## src/rtl/sfifo_arb_pkg.sv

```systemverilog
// sfifo_arb_pkg: shared types and helpers for the FIFO write arbiter.
//   arb_st_e : arbiter state (normal run plus the three flush steps)
//   MAX_REQ  : largest supported requester count
//   rr_pick  : round-robin one-hot pick over up to MAX_REQ requesters
package sfifo_arb_pkg;

  typedef enum logic [1:0] {
    RUN       = 2'd0,
    FSH_DRAIN = 2'd1,
    FSH_PULSE = 2'd2,
    FSH_DONE  = 2'd3
  } arb_st_e;

  localparam int MAX_REQ = 8;

  // Scan n requesters starting at ptr, wrapping modulo n; returns a one-hot
  // grant for the first valid one, or zero. ptr must be below n.
  function automatic logic [MAX_REQ-1:0] rr_pick(input logic [MAX_REQ-1:0] vld,
                                                 input logic [2:0]         ptr,
                                                 input logic [3:0]         n);
    logic [MAX_REQ-1:0] gnt;
    logic               found;
    logic [3:0]         idx;
    gnt   = {MAX_REQ{1'b0}};
    found = 1'b0;
    for (int k = 0; k < MAX_REQ; k++) begin
      idx = {1'b0, ptr} + k[3:0];
      // ptr < n and k < n, so a single wrap is enough
      if (idx >= n) begin
        idx = idx - n;
      end else begin
        idx = idx;
      end
      if (!found && (k[3:0] < n) && vld[idx[2:0]]) begin
        gnt[idx[2:0]] = 1'b1;
        found         = 1'b1;
      end else begin
        found = found;
      end
    end
    return gnt;
  endfunction

endpackage

```

## src/rtl/sfifo_rr_pick.sv

```systemverilog
// sfifo_rr_pick: combinational round-robin priority picker.
//   vld     : per-requester valid
//   ptr     : requester with highest priority this cycle
//   gnt     : one-hot grant (zero when nobody is valid)
//   gnt_idx : binary index of the granted requester (0 when no grant)
module sfifo_rr_pick
  import sfifo_arb_pkg::*;
#(
  parameter int N_REQ = 4,
  parameter int ID_W  = $clog2(N_REQ)
) (
  input  logic [N_REQ-1:0] vld,
  input  logic [ID_W-1:0]  ptr,
  output logic [N_REQ-1:0] gnt,
  output logic [ID_W-1:0]  gnt_idx
);

  logic [MAX_REQ-1:0] gnt_all;

  // Pick the winner and encode its index
  always_comb begin
    gnt_all = rr_pick(MAX_REQ'(vld), 3'(ptr), 4'(N_REQ));
    gnt     = gnt_all[N_REQ-1:0];
    gnt_idx = '0;
    for (int i = 0; i < MAX_REQ; i++) begin
      if (gnt_all[i]) begin
        gnt_idx = ID_W'(i);
      end else begin
        gnt_idx = gnt_idx;
      end
    end
  end

endmodule

```

## src/rtl/sfifo_wr_arb.sv

```systemverilog
// sfifo_wr_arb: round-robin write arbiter and flush sequencer feeding the
// push port of a synchronous FIFO.
//   clk, rst            : clock and synchronous active-high reset
//   req_vld/req_dat     : requester valids and packed payloads
//   req_rdy             : combinational one-hot grant
//   fifo_we/fifo_wd     : registered push strobe and {id, payload}
//   fifo_fsh            : registered flush strobe
//   fifo_full/ovf/len   : FIFO status used for credit and error tracking
//   fsh_req/fsh_done    : flush request level and completion pulse
//   ovf_err             : sticky overflow error
module sfifo_wr_arb
  import sfifo_arb_pkg::*;
#(
  parameter int N_REQ    = 4,
  parameter int DATA_W   = 28,
  parameter int ID_W     = $clog2(N_REQ),
  parameter int FIFO_W   = DATA_W + ID_W,
  parameter int FIFO_D   = 12,
  parameter int FIFO_ADR = $clog2(FIFO_D)
) (
  input  logic                    clk,
  input  logic                    rst,
  input  logic [N_REQ-1:0]        req_vld,
  input  logic [N_REQ*DATA_W-1:0] req_dat,
  output logic [N_REQ-1:0]        req_rdy,
  output logic                    fifo_we,
  output logic [FIFO_W-1:0]       fifo_wd,
  output logic                    fifo_fsh,
  input  logic                    fifo_full,
  input  logic                    fifo_ovf,
  input  logic [FIFO_ADR:0]       fifo_len,
  input  logic                    fsh_req,
  output logic                    fsh_done,
  output logic                    ovf_err
);

  arb_st_e           state_q, state_d;
  logic [ID_W-1:0]   rr_ptr_q, rr_ptr_d;
  logic              fifo_we_q, fifo_we_d;
  logic [FIFO_W-1:0] fifo_wd_q, fifo_wd_d;
  logic              fifo_fsh_q, fifo_fsh_d;
  logic              fsh_done_q, fsh_done_d;
  logic              ovf_err_q, ovf_err_d;

  logic [N_REQ-1:0]  pick_gnt;
  logic [ID_W-1:0]   pick_idx;
  logic [FIFO_ADR+1:0] occ_s;
  logic              space_ok;
  logic              gnt_en;
  logic              xfer;

  sfifo_rr_pick #(
    .N_REQ (N_REQ),
    .ID_W  (ID_W)
  ) u_pick (
    .vld     (req_vld),
    .ptr     (rr_ptr_q),
    .gnt     (pick_gnt),
    .gnt_idx (pick_idx)
  );

  // Credit check and grant gating; the registered write not yet visible in
  // fifo_len is counted as occupied, pops are ignored
  always_comb begin
    occ_s    = {1'b0, fifo_len} + {{(FIFO_ADR+1){1'b0}}, fifo_we_q};
    space_ok = (occ_s < (FIFO_ADR+2)'(FIFO_D));
    gnt_en   = ~rst & (state_q == RUN) & ~fsh_req & space_ok & ~fifo_full;
    if (gnt_en) begin
      req_rdy = pick_gnt;
    end else begin
      req_rdy = '0;
    end
    xfer = |(req_vld & req_rdy);
  end

  // Next values for the write port, round-robin pointer and error flag
  always_comb begin
    fifo_we_d = xfer;
    if (xfer) begin
      fifo_wd_d = {pick_idx, req_dat[pick_idx*DATA_W +: DATA_W]};
    end else begin
      fifo_wd_d = fifo_wd_q;
    end
    if (xfer) begin
      if (pick_idx == ID_W'(N_REQ-1)) begin
        rr_ptr_d = '0;
      end else begin
        rr_ptr_d = pick_idx + ID_W'(1);
      end
    end else if (state_q == FSH_DONE) begin
      rr_ptr_d = '0;
    end else begin
      rr_ptr_d = rr_ptr_q;
    end
    ovf_err_d = ovf_err_q | fifo_ovf | (fifo_we_q & fifo_full);
  end

  // Flush sequencer next state
  always_comb begin
    case (state_q)
      RUN: begin
        if (fsh_req) begin
          state_d = FSH_DRAIN;
        end else begin
          state_d = RUN;
        end
      end
      FSH_DRAIN: state_d = FSH_PULSE;
      FSH_PULSE: state_d = FSH_DONE;
      FSH_DONE:  state_d = RUN;
      default:   state_d = RUN;
    endcase
  end

  // Flush strobes are registered decodes of the state being entered
  always_comb begin
    fifo_fsh_d = (state_d == FSH_PULSE);
    fsh_done_d = (state_d == FSH_DONE);
  end

  // State register
  always_ff @(posedge clk) begin
    if (rst) begin
      state_q <= RUN;
    end else begin
      state_q <= state_d;
    end
  end

  // Output, pointer and error registers
  always_ff @(posedge clk) begin
    if (rst) begin
      rr_ptr_q   <= '0;
      fifo_we_q  <= 1'b0;
      fifo_wd_q  <= '0;
      fifo_fsh_q <= 1'b0;
      fsh_done_q <= 1'b0;
      ovf_err_q  <= 1'b0;
    end else begin
      rr_ptr_q   <= rr_ptr_d;
      fifo_we_q  <= fifo_we_d;
      fifo_wd_q  <= fifo_wd_d;
      fifo_fsh_q <= fifo_fsh_d;
      fsh_done_q <= fsh_done_d;
      ovf_err_q  <= ovf_err_d;
    end
  end

  assign fifo_we  = fifo_we_q;
  assign fifo_wd  = fifo_wd_q;
  assign fifo_fsh = fifo_fsh_q;
  assign fsh_done = fsh_done_q;
  assign ovf_err  = ovf_err_q;

endmodule

```

## config.mk

```make
export PLATFORM = sky130hd
export DESIGN_NAME = sfifo_wr_arb
export DESIGN_NICKNAME = d
export VERILOG_FILES = /design/src/rtl/sfifo_arb_pkg.sv /design/src/rtl/sfifo_rr_pick.sv /design/src/rtl/sfifo_wr_arb.sv
export SDC_FILE = /design/constraint.sdc
export NUM_CORES = 1
export LEC_CHECK = 0
export CAP_MARGIN = 20
export CELL_PAD_IN_SITES_DETAIL_PLACEMENT = 1
export CELL_PAD_IN_SITES_GLOBAL_PLACEMENT = 1
export CORE_AREA = 2 2 99 101
export CTS_BUF_LIST = sky130_fd_sc_hd__clkbuf_4
export CTS_CLUSTER_SIZE = 24
export DETAILED_ROUTE_END_ITERATION = 7
export DIE_AREA = 0 0 101 103
export PLACE_DENSITY = 0.91
export SYNTH_ARGS = -nofsm -noshare
export SYNTH_HDL_FRONTEND = slang
export SYNTH_SLANG_ARGS = --single-unit
export TNS_END_PERCENT = 50
```

## constraint.sdc

```tcl
create_clock -name clk -period 4.8 [get_ports clk]
set_clock_uncertainty 0.15 [all_clocks]
set_input_delay 0.48 -clock clk [delete_from_list [all_inputs] [get_ports clk]]
set_output_delay 0.48 -clock clk [all_outputs]
set_load 0.005 [all_outputs]
```

==> results.toml <==
[synthesis]
netlist_area_sq_mm = 0.00264
post-synth-top-area-cell = "dfxtp_1"
seq_area_frac_synth_pct = 28.8
yosysWarnings = 0
synth_nets = 412
synth_edf_count = 0
yosysUniqueCellTypes = 48
synthTopCellsByArea = "dfxtp_1 (29%), mux2i_1 (22%), o221ai_1 (9.3%), ha_1 (5.7%), nand2_1 (4.8%)"
synth_ff_type = "dfxtp_1"
avgSynthCellArea_sq_um = 9.63
synthArstFlopShare_pct = 0
ys_ff_latch = 38
syn_inst = 274
netlist.area_leader.share_pct = 28.8

[placed_design]
place_congestion = 0.852
place_hpwl_um = 8120
dp_slack_ns = 0.559
io_buffers = 163

[floorplan]
rows = 36
boundaryPins = 164
die_y_um = 103
coreArea_sq_mm = 0.00946
die_w_um = 101
design.die.area_sq_mm = 0.0104
start_util_pct = 27.9

[cts]
cts_tree = "yes"
cts_hold_buffers = 0
clk_latency_ns = 0.32
clk_path_buf_depth = 2
cts_resized = 0
h-tree-depth = 2
cts_root_buf = "clkbuf_4"
cts_setup_buffers = 0
cts.reportedPaths.clkPinSlew_ns = 0.10
cts_made_buffers = 5
cts.sinks = 38

[routing]
wirelength_um = 10100
ant_nets = 0
num_vias = 2848
drc_errors = 0
post_drt_wl_per_cell_um = 18.5
drtIter0Drc = 84
via_per_inst = 5.24
drt_first_pass_iters = 4

[timing]
period_needed_ns = 4.26
worstMarginPinSlew_ns = 0.819
drv_slew = 0
max_slew_margin_pct = 45.2
fin_tns_setup_ns = 0
worst_slack_ns = 0.536
fin_hold_ws_ns = 0.321
rsz0062_at_grt = "false"
setup_viol = 0
post-route-period-util_pct = 88.8
fmaxAchievable_ghz = 0.235
hold_violations = 0

[worst_setup_path]
path_class = "flop to output pin"
end_kind = "output pin"
reg2reg_from = "rr_ptr_q[0]"
crit_end = "req_rdy[1]"
critPathRequiredTime_ns = 4.17
crit_path_start_kind = "flop"
startpoint = "rr_ptr_q[0]"
crit_path_max_fanout = 14
arrival_ns = 3.63
r2r-end = "fifo_wd[0]"
worstRegToRegCells = 11
r2r_setup_slack_ns = 0.56

[min_path]
hold_class = "flop to flop"

[finish]
fin_nets = 569
diodes = 0
layout-drive-gt1-share_pct = 5.58
synthToLayoutAreaGrowth_pct = 66.5
final_util_pct = 46.4
final_cell_mix = "clkdlybuf4s50_1 (163), mux2i_1 (58), dfxtp_1 (38), nand2_1 (34), o221ai_1 (28)"
final_common_cell = "clkdlybuf4s50_1"
nFillCells = 1058

[global_routing]
antenna_found_initial = 0
grt_max_degree = 34
gr-total-overflow = 0
track_usage_pct = 18.6
grt_pass1_wl_um = 15200
grt_pass1_vias = 2993

[pwr]
p_leak_nw = 1.67
power.density_mw_per_mm2 = 186
ir_worst_vdd_uv = 99.0
p_total_mw = 0.817

[status]
status = "complete, no violations"

[flow_run]
drv_cap = 0
-- critical path, stage by stage, from the launching register on --
cell             delay (ns)
dfxtp_1                0.72
inv_1                  0.26
ha_1                   0.57
nor2_1                 0.09
nor4_1                 0.27
o21a_1                 0.31
a32oi_1                0.18
a21boi_0               0.35
clkdlybuf4s50_1        0.57
-- sequential cells by signal, summed over array words and instances, names as in the netlist --
register,count
ovf_err,1
fifo_we,1
rr_ptr_q,2
fsh_done,1
state_q,2
fifo_fsh,1
fifo_wd,30
-- per-layer routing --
metal	GRT usage [%]	share of wire, %	up-vias	wire length [um]
met3	5.36	7.4	8	750
met4	4.89	1.0	0	102
met5	0	0	-	0
met1	20.4	36	1361	3660
li1	-	-	1356	-
met2	35.1	55	123	5560
-- kinds of logic after synthesis --
group | Yosys count | share of synthesized area, %
mux | 64 | 25.8
buf+inv | 22 | 4.84
flops | 38 | 28.8
compound gates | 56 | 17.9
fa+ha+maj | 12 | 5.69
simple gates | 82 | 16.9
-- final cells by class --
type	instances	area [sq um]	area share [%]
Sequential cell	38	761	17.3
Multi-Input combinational cell	214	1760	40.0
Tap cell	114	143	3.25
Timing Repair Buffer	166	1670	37.9
Inverter	6	22.5	0.513
Clock inverter	1	3.75	0.0854
Clock buffer	5	37.5	0.854
-- where the power goes --
group | total [mW] | switching, mW | leakage [nW] | internal [mW]
logic | 0.323 | 0.129 | 1.34 | 0.194
clock network | 0.154 | 0.104 | 0.0246 | 0.0503
registers | 0.339 | 0.00919 | 0.308 | 0.330
total | 0.817 | 0.242 | 1.67 | 0.574
-- through the flow --
stage	cells	cell area (sq um)
2_1_floorplan	274	2640
3_3_place_gp	538	4350
3_5_place_dp	538	4350
4_1_cts	544	4390
5_1_grt	544	4390
6_report	544	4390
-- synthesized netlist by cell type, drive strengths merged (6+ instances only) --
cell,count
inv,6
a21oi,8
ha,12
dfxtp,38
nand2,35
mux2i,58
o221ai,28
nor2b,8
buf,14
nor2,8
-- worst min-delay path by stage --
stage / from / cells past startpoint / slack (ns) / endpoint
6_report: fifo_wd[28] / 2 / 0.32 / fifo_wd[28]
2_1_floorplan: fifo_wd[28] / 2 / 0.30 / fifo_wd[28]
3_3_place_gp: fifo_wd[15] / 2 / 0.29 / fifo_wd[15]
5_1_grt: fifo_wd[28] / 2 / 0.34 / fifo_wd[28]
3_5_place_dp: fifo_wd[18] / 2 / 0.30 / fifo_wd[18]
4_1_cts: fifo_wd[28] / 2 / 0.33 / fifo_wd[28]
Power figures use the tool's default switching activity.
